--- src/rtl/pa_tcipif_nslv_bridge.sv ---
// pa_tcipif_nslv_bridge: BMU to NUM_SLV-window TCIP slave bridge with protection, alignment and timeout checks
module pa_tcipif_nslv_bridge #(
    parameter int NUM_SLV = 4,
    parameter int WIN_LOG2 = 12,
    parameter int TIMEOUT_W = 8,
    parameter int TIMEOUT_CYC = 255,
    parameter logic [NUM_SLV-1:0] MPRIV_MASK = 4'b0011
) (
    input  logic                    forever_cpuclk,
    input  logic                    cpurst,
    input  logic [31:0]             pad_cpu_tcip_base,
    input  logic                    rtu_yy_xx_dbgon,
    input  logic                    bmu_tcipif_dbus_req,
    input  logic [31:0]             bmu_tcipif_dbus_addr,
    input  logic                    bmu_tcipif_dbus_write,
    input  logic [31:0]             bmu_tcipif_dbus_wdata,
    input  logic [1:0]              bmu_tcipif_dbus_size,
    input  logic                    bmu_tcipif_dbus_supv_mode,
    input  logic                    bmu_tcipif_dbus_acc_deny,
    output logic                    tcipif_bmu_dbus_grnt,
    output logic                    tcipif_bmu_dbus_trans_cmplt,
    output logic                    tcipif_bmu_dbus_acc_err,
    output logic [31:0]             tcipif_bmu_dbus_data,
    output logic [NUM_SLV-1:0]      tcipif_slv_sel,
    output logic [WIN_LOG2-1:0]     tcipif_xx_addr,
    output logic                    tcipif_xx_write,
    output logic [31:0]             tcipif_xx_wdata,
    output logic [1:0]              tcipif_xx_size,
    input  logic [NUM_SLV-1:0]      slv_tcipif_cmplt,
    input  logic [NUM_SLV*32-1:0]   slv_tcipif_rdata
);
    localparam int IDX_W = $clog2(NUM_SLV);
    localparam int NIDX = 2 ** IDX_W;
    localparam logic [31:0] HI_MASK = ~((32'd1 << (WIN_LOG2 + IDX_W)) - 32'd1);
    localparam logic [NIDX-1:0] MASK_EXT = NIDX'(MPRIV_MASK);
    localparam logic [TIMEOUT_W-1:0] TO_VAL = TIMEOUT_W'(TIMEOUT_CYC);

    typedef enum logic [2:0] {IDLE, ERR, SEL, WAIT, RESP} state_t;

    state_t                 state, nxt;
    logic [IDX_W-1:0]       idx, idx_q;
    logic                   hit, misalign, err, done, expire;
    logic [TIMEOUT_W-1:0]   cnt, cnt_inc;
    logic [NIDX-1:0]        cmplt_ext;
    logic [NIDX*32-1:0]     rdata_ext;
    logic [31:0]            rdata_sel;

    assign idx = bmu_tcipif_dbus_addr[WIN_LOG2 +: IDX_W];
    // Window index may exceed NUM_SLV when NUM_SLV is not a power of two; such addresses miss.
    assign hit = (((bmu_tcipif_dbus_addr ^ pad_cpu_tcip_base) & HI_MASK) == 32'd0)
               && (32'(idx) < 32'(NUM_SLV));
    assign misalign = (bmu_tcipif_dbus_size == 2'd1 && bmu_tcipif_dbus_addr[0])
                   || (bmu_tcipif_dbus_size == 2'd2 && bmu_tcipif_dbus_addr[1:0] != 2'd0);
    assign err = bmu_tcipif_dbus_acc_deny || !hit || bmu_tcipif_dbus_size == 2'd3 || misalign
              || (MASK_EXT[idx] && !bmu_tcipif_dbus_supv_mode && !rtu_yy_xx_dbgon);
    assign tcipif_bmu_dbus_grnt = bmu_tcipif_dbus_req && state == IDLE && !cpurst;

    assign cmplt_ext = NIDX'(slv_tcipif_cmplt);
    assign rdata_ext = (NIDX * 32)'(slv_tcipif_rdata);
    assign rdata_sel = rdata_ext[{idx_q, 5'd0} +: 32];
    assign done = (state == SEL || state == WAIT) && cmplt_ext[idx_q];
    // The count includes the current WAIT cycle, so expiry lands on the TIMEOUT_CYC-th WAIT cycle.
    assign cnt_inc = (cnt == '1) ? cnt : cnt + 1'b1;
    assign expire = state == WAIT && TIMEOUT_CYC != 0 && !rtu_yy_xx_dbgon && cnt_inc == TO_VAL;

    // Next-state decode for the transaction FSM.
    always_comb begin
        nxt = state;
        case (state)
            IDLE:      nxt = tcipif_bmu_dbus_grnt ? (err ? ERR : SEL) : IDLE;
            ERR:       nxt = RESP;
            SEL, WAIT: nxt = (done || expire) ? RESP : WAIT;
            RESP:      nxt = IDLE;
            default:   nxt = IDLE;
        endcase
    end

    // State register.
    always_ff @(posedge forever_cpuclk) begin
        if (cpurst)
            state <= IDLE;
        else
            state <= nxt;
    end

    // Timeout counter: cleared in SEL, counts saturating through WAIT.
    always_ff @(posedge forever_cpuclk) begin
        if (cpurst || state == SEL)
            cnt <= '0;
        else if (state == WAIT)
            cnt <= cnt_inc;
    end

    // Slave bus: capture the accepted request and pulse the select for one cycle.
    always_ff @(posedge forever_cpuclk) begin
        if (cpurst) begin
            tcipif_slv_sel  <= '0;
            idx_q           <= '0;
            tcipif_xx_addr  <= '0;
            tcipif_xx_write <= 1'b0;
            tcipif_xx_wdata <= '0;
            tcipif_xx_size  <= '0;
        end else begin
            tcipif_slv_sel <= (tcipif_bmu_dbus_grnt && !err) ? NUM_SLV'(1) << idx : '0;
            if (tcipif_bmu_dbus_grnt && !err) begin
                idx_q           <= idx;
                tcipif_xx_addr  <= bmu_tcipif_dbus_addr[WIN_LOG2-1:0];
                tcipif_xx_write <= bmu_tcipif_dbus_write;
                tcipif_xx_wdata <= bmu_tcipif_dbus_wdata;
                tcipif_xx_size  <= bmu_tcipif_dbus_size;
            end
        end
    end

    // BMU response: one-cycle completion; error unless a slave completion was taken.
    always_ff @(posedge forever_cpuclk) begin
        if (cpurst) begin
            tcipif_bmu_dbus_trans_cmplt <= 1'b0;
            tcipif_bmu_dbus_acc_err     <= 1'b0;
            tcipif_bmu_dbus_data        <= '0;
        end else begin
            tcipif_bmu_dbus_trans_cmplt <= nxt == RESP;
            tcipif_bmu_dbus_acc_err     <= nxt == RESP && !done;
            tcipif_bmu_dbus_data        <= (nxt == RESP && done && !tcipif_xx_write) ? rdata_sel : '0;
        end
    end
endmodule

--- config.mk ---
export PLATFORM = sky130hd
export DESIGN_NAME = pa_tcipif_nslv_bridge
export DESIGN_NICKNAME = d
export VERILOG_FILES = /design/src/rtl/pa_tcipif_nslv_bridge.sv
export SDC_FILE = /design/constraint.sdc
export NUM_CORES = 1
export LEC_CHECK = 0
export ABC_AREA = 1
export BUFFER_PORTS_ARGS = -buffer_cell sky130_fd_sc_hd__buf_4
export CAP_MARGIN = 40
export CORE_AREA = 4 4 124 126
export CTS_BUF_LIST = sky130_fd_sc_hd__clkbuf_8
export DETAILED_ROUTE_END_ITERATION = 10
export DIE_AREA = 0 0 128 130
export GPL_TIMING_DRIVEN = 0
export PLACE_DENSITY = 0.69
export SLEW_MARGIN = 20
export SYNTH_ARGS = -nofsm -noshare
export SYNTH_HDL_FRONTEND = slang
export SYNTH_SLANG_ARGS = --single-unit
--- constraint.sdc ---
create_clock -name forever_cpuclk -period 2.1 [get_ports forever_cpuclk]
set_input_delay 0.42 -clock forever_cpuclk [delete_from_list [all_inputs] [get_ports forever_cpuclk]]
set_output_delay 0.42 -clock forever_cpuclk [all_outputs]
set_load 0.01 [all_outputs]
==> After elaboration in Yosys (flattened, before gate mapping) <==
Index checks and enable logic that the tools add are counted.
{ "word_totals": {"inputBits": 237, "regBits": 98, "out_inout_bits": 86} }
{ "op_classes": {"muxes": 9, "reduce_logical": 34, "n_eq_ne": 9, "n_lt_le_gt_ge": 2, "bitwise_logic": 3, "addsub": 1, "n_shift": 2} }
{ "op_table": {"columns": ["operator", "count"], "rows": [
  ["variable part select 128 x 8 -> 32 bit", 1],
  ["zero test 32 bit", 1],
  ["bitwise XOR 32 bit", 1],
  ["equality test 8 bit (second input constant)", 2],
  ["logical AND 1 bit", 13],
  ["case mux 3 bit (3 select lines)", 1],
  ["adder 8 x 1 -> 8 bit (second input constant)", 1],
  ["logical OR 1 bit", 8],
  ["two-way mux 8 bit", 1],
  ["zero test 1 bit", 7],
  ["equality test 3 x 2 -> 1 bit (second input constant)", 2],
  ["less-than comparator 2 x 3 -> 1 bit (second input constant)", 2],
  ["OR reduction 2 bit", 3],
  ["binary-select mux 1 bit (select 2 bit)", 2],
  ["equality test 2 bit (second input constant)", 2],
  ["two-way mux 2 bit", 2],
  ["<< shifter 1 x 2 -> 4 bit (first input constant)", 1],
  ["equality test 3 x 1 -> 1 bit (second input constant)", 1],
  ["equality test 3 bit (second input constant)", 1],
  ["zero test 3 bit", 1],
  ["two-way mux 3 bit", 1],
  ["equality test 2 x 1 -> 1 bit (second input constant)", 1],
  ["two-way mux 1 bit", 2],
  ["NOT 1 bit", 2],
  ["nonzero test 2 bit", 1]
]} }

==> Logic depth before layout (Yosys ltp) <==
{ "logic_depth": {"depth_word": 15, "ltp_mapped": 13, "ltp_nobuf": 13} }

==> Worst setup path before layout <==
Ideal clock, no wire load.
{ "synth_path": {"path_kind": "input -> register", "from": "in bmu_tcipif_dbus_size[1]", "to": "reg tcipif_xx_addr[2]", "setup_ns": 0.113, "path_slack_ns": 0.557, "arrival_time_ns": 1.430, "stages": 11, "path_buffers": 2, "required_time_ns": 1.987, "path_cell_list": "o21ai_1 -> and2_1 -> nand2_1 -> nor2_1 -> nand2_1 -> nor2_2 -> buf_6 -> buf_6 -> nand3b_1 -> nand2_1 -> nor2_1"} }
{ "synth_via": {"elab_chain_cells": 7} }
{ "synth_lines": {"columns": ["element", "line", "text"], "rows": [
  ["start, declared", "17", "input logic [1:0] bmu_tcipif_dbus_size,"],
  ["equality test 2 x 1 -> 1 bit or equality test 2 bit (tied branches)", "52, 53", null],
  ["logical AND 1 bit (on tied branches)", "52, 53", null],
  ["logical OR 1 bit", "53", "|| (bmu_tcipif_dbus_size == 2'd2 && bmu_tcipif_dbus_addr[1:0] != 2'd0);"],
  ["logical OR 1 bit *", "54", "assign err = bmu_tcipif_dbus_acc_deny || !hit || bmu_tcipif_dbus_size == 2'd3 || misalign"],
  ["logical OR 1 bit *", "55", "|| (MASK_EXT[idx] && !bmu_tcipif_dbus_supv_mode && !rtu_yy_xx_dbgon);"],
  ["zero test 1 bit *", "105", "if (tcipif_bmu_dbus_grnt && !err) begin"],
  ["logical AND 1 bit *", "105", null],
  ["end signal, assigned", "107", "tcipif_xx_addr <= bmu_tcipif_dbus_addr[WIN_LOG2-1:0];"],
  ["end, declared", "25", "output logic [WIN_LOG2-1:0] tcipif_xx_addr,"]
]} }
Mark *: on every way between the ends. The rest lies on a longest branch, timed or not.
A chain may end at the register's enable or synchronous reset.

==> Worst setup path in the final report <==
{ "layout_path": {"from": "reg idx_q[1]", "to": "reg tcipif_bmu_dbus_data[2]"} }
{ "layout_via": {"elab_chain_cells": 11} }
{ "layout_lines": {"columns": ["element", "line", "text"], "rows": [
  ["start, declared", "41", "logic [IDX_W-1:0] idx, idx_q;"],
  ["start signal, assigned", "106", "idx_q <= idx;"],
  ["binary-select mux 1 bit (select 2 bit)", "61", "assign done = (state == SEL || state == WAIT) && cmplt_ext[idx_q];"],
  ["two-way mux 1 bit (implied by the code)", "61", null],
  ["logical AND 1 bit", "61", null],
  ["logical OR 1 bit", "72", "SEL, WAIT: nxt = (done || expire) ? RESP : WAIT;"],
  ["two-way mux 3 bit", "72", null],
  ["case mux 3 bit (3 select lines)", "69", "case (state)"],
  ["equality test 3 bit", "124", "tcipif_bmu_dbus_data <= (nxt == RESP && done && !tcipif_xx_write) ? rdata_sel : '0;"],
  ["logical AND 1 bit (2 in a row)", "124", null],
  ["NOT 1 bit (no source line)", null, null],
  ["OR reduction 2 bit (no source line)", null, null],
  ["end signal, assigned", "124", null],
  ["end, declared", "23", "output logic [31:0] tcipif_bmu_dbus_data,"]
]} }
Several ways; a longest one is shown, not always the timed one. The select of a mux whose other input is x is not followed.

==> impl_metrics.py <==
metrics = {
    "run_status": {
        "outcome": "completed",
    },
    "setup_path": {
        "cp.arrival_ps": 2200,
        "crit_start": "idx_q[1]",
        "worst_setup_path_end_kind": "flip-flop",
        "criticalPathCategory": "flip-flop to flip-flop",
        "critPathRequiredTime_ps": 2370,
        "cp_common_cell": "nand2_1",
        "critPathMaxFanout": 10,
        "worstPathCellList": "o21ai_1 > o22ai_1 > nand2_1 > nor2_1 > nand2_1 > buf_2 > a211oi_1",
        "reg2reg_slack_ps": 170,
        "critical-path-slowest-cell": "dfxtp_1",
        "setup.worst_path.start_class": "flip-flop",
        "reg2reg_from": "idx_q[1]",
        "cp_slowest_stage_delay_ps": 410,
    },
    "timing": {
        "finalSetupViolCount": 0,
        "clock_skew_ps": 11.14,
        "clock.fmax_mhz": 517.9,
        "rsz0062_at_grt": "false",
        "hold_viol": 0,
        "fin_crit_sh": 0.9195,
        "min_period_ps": 1931,
        "slew_violations": 0,
        "max_slew_margin": 0.6232,
        "tightestPinTransition_ps": 565.3,
    },
    "grt": {
        "grt_overflow": 0,
        "track_usage": 0.2256,
        "grt_pass1_wl_mm": 29.46,
        "grt_max_degree": 17,
        "antenna_found_initial": 0,
        "grt_pass1_vias": 5500,
    },
    "placement": {
        "dpl.hpwl_mm": 16.08,
        "gp_congestion": 0.8868,
        "placed_area_um2": 7604,
        "port_buffers": 308,
    },
    "clock_tree": {
        "cts_sinks": 98,
        "ctsResizeCount": 0,
        "cts_max_path_buffers": 2,
        "clock_latency_ps": 390,
        "cts_made_buffers": 9,
        "postCtsSetupBuffers": 1,
        "cts_root_buffer": "clkbuf_8",
        "h-tree-depth": 3,
        "holdBufCountCts": 0,
        "clk_pin_slew_worst_paths_ps": 100,
        "cts_tree": "done",
    },
    "drt": {
        "drt_iter0_drc": 346,
        "routed_wl_mm": 19.92,
        "routed_via_density": 4.815,
        "vias": 6125,
        "ant_nets": 0,
        "drc": 0,
        "drtPass1Iterations": 5,
        "avgRoutedWirePerCell_um": 15.66,
    },
    "min_path": {
        "hp-class": "primary input to flip-flop",
        "hp-start": "cpurst",
    },
    "synthesis": {
        "yosysTopAreaCell": "dfxtp_1",
        "avgSynthCellArea_um2": 6.633,
        "synth_fa_ha_area_frac": 0.002472,
        "synth-warning-count": 0,
        "synth_top_family_by_area": "simple AND/OR/NAND/NOR gates",
        "synthCells": 763,
        "yosys.area_share.simple": 0.3676,
        "async_flop_share": 0,
        "muxShareOfSynthArea": 0,
        "synthesis.nets": 1001,
        "yosysUniqueCellTypes": 32,
        "synth_ff_type": "dfxtp_1",
        "netlist.area_leader.share": 0.3876,
        "synth-xor-area-share": 0.01384,
        "synth_seq_cells": 98,
        "syn_area_um2": 5061,
        "synth_compound_area_frac": 0.1483,
        "yosysSeqAreaShare": 0.3876,
        "synth_edf_count": 0,
        "synthTopCellsByArea": "dfxtp_1 39%, nand2_1 15%, nor2_1 10%, a21oi_1 7.1%, nand3b_1 7.0%",
    },
    "floorplan": {
        "start_util": 0.3536,
        "rows": 44,
        "coreArea_um2": 14310,
        "dieArea_um2": 16640,
        "io_pins": 323,
        "die_h_um": 130,
        "die_w_um": 128,
    },
    "cells_and_area": {
        "post-route-cell-area_um2": 7853,
        "diodes": 0,
        "final_cell_mix": "309 x buf_4, 207 x nand2_1, 141 x nor2_1",
        "nNetsFinal": 1321,
        "utilization": 0.5486,
        "area_growth_pct": 55.15,
        "final_common_cell": "buf_4",
        "drive_gt1_frac": 0.3226,
    },
    "power": {
        "leakage_nw": 4.056,
        "pwr_density_cell_nw_per_um2": 499.3,
        "ir_drop_uv": 267.0,
        "finalPower_mw": 3.921,
    },
    "flow_run": {
        "cap_violations": 0,
    },
}
-- registers in the layout (all words and copies together) (netlist names) --
register                     cells
tcipif_xx_wdata                 32
tcipif_bmu_dbus_acc_err          1
tcipif_xx_write                  1
tcipif_xx_size                   2
cnt                              8
tcipif_slv_sel                   4
tcipif_bmu_dbus_data            32
idx_q                            2
tcipif_bmu_dbus_trans_cmplt      1
state                            3
tcipif_xx_addr                  12
-- metrics by stage --
stage               instances  setup TNS, ps  hold WS (ps)  setup slack (ps)
finish                   1272              0         217.3             169.0
global route             1272              0         201.3             20.26
global placement         1255         -44.75         463.3            -36.29
CTS                      1272              0         186.4             153.7
floorplan                 763              0         472.2             557.3
detailed placement       1255         -82.92         473.8            -60.00
-- per-layer routing --
metal | global-route usage | up-vias | routed length, µm | part of all wire
li1 | - | 3099 | - | -
met1 | 0.2965 | 2727 | 8404 | 0.42
met2 | 0.3552 | 252 | 9201 | 0.46
met3 | 0.05485 | 47 | 1625 | 0.082
met4 | 0.09551 | 0 | 684 | 0.034
met5 | 0 | - | 0 | 0
-- cell usage after synthesis (9+ instances only) --
cell type,n
inv_1,46
clkbuf_1,20
buf_2,12
buf_1,9
dfxtp_1,98
o21ai_0,16
nand3_1,12
a211oi_1,33
a21oi_1,72
nor2_1,141
nand2_1,207
nand3b_1,47
o21ai_1,10
-- where the power goes --
group / total (mW) / switching [mW] / internal, mW / leakage, nW
clock network: 1.51 / 0.720 / 0.791 / 0.117
logic: 0.549 / 0.202 / 0.347 / 3.15
registers: 1.86 / 0.00131 / 1.86 / 0.789
-- final cells by class --
cell class | count | area (µm²)
Clock inverter | 7 | 117.6
Inverter | 51 | 191.4
Buffer | 45 | 214.0
Multi-Input combinational cell | 569 | 2694
Fill cell | 1451 | 6461
Timing Repair Buffer | 309 | 2320
Tap cell | 184 | 230.2
Sequential cell | 98 | 1962
Clock buffer | 9 | 123.9
-- critical path: cells and delay by family, from the launching register on --
family,cells,cell delay [ps]
compound gates,3,670
buf+inv,1,260
flops,1,410
simple gates,3,480
-- cells by family (layout without fill, tap and decap cells) --
logic type	count (synthesis)	after routing
buffers and inverters	96	421
AO/OA/AOI/OAI	133	133
AND/OR/NAND/NOR	427	427
flip-flops	98	98
XOR/XNOR	8	8
adder cells (fa/ha/maj)	1	1
-- worst paths after layout --
kind	to	depth (start not counted)
hold reg to reg	tcipif_xx_wdata[23]	2
hold / removal	state[1]	2
setup reg to reg	tcipif_bmu_dbus_data[2]	7
setup / recovery	tcipif_bmu_dbus_data[2]	7
Power figures use the tool's default switching activity.
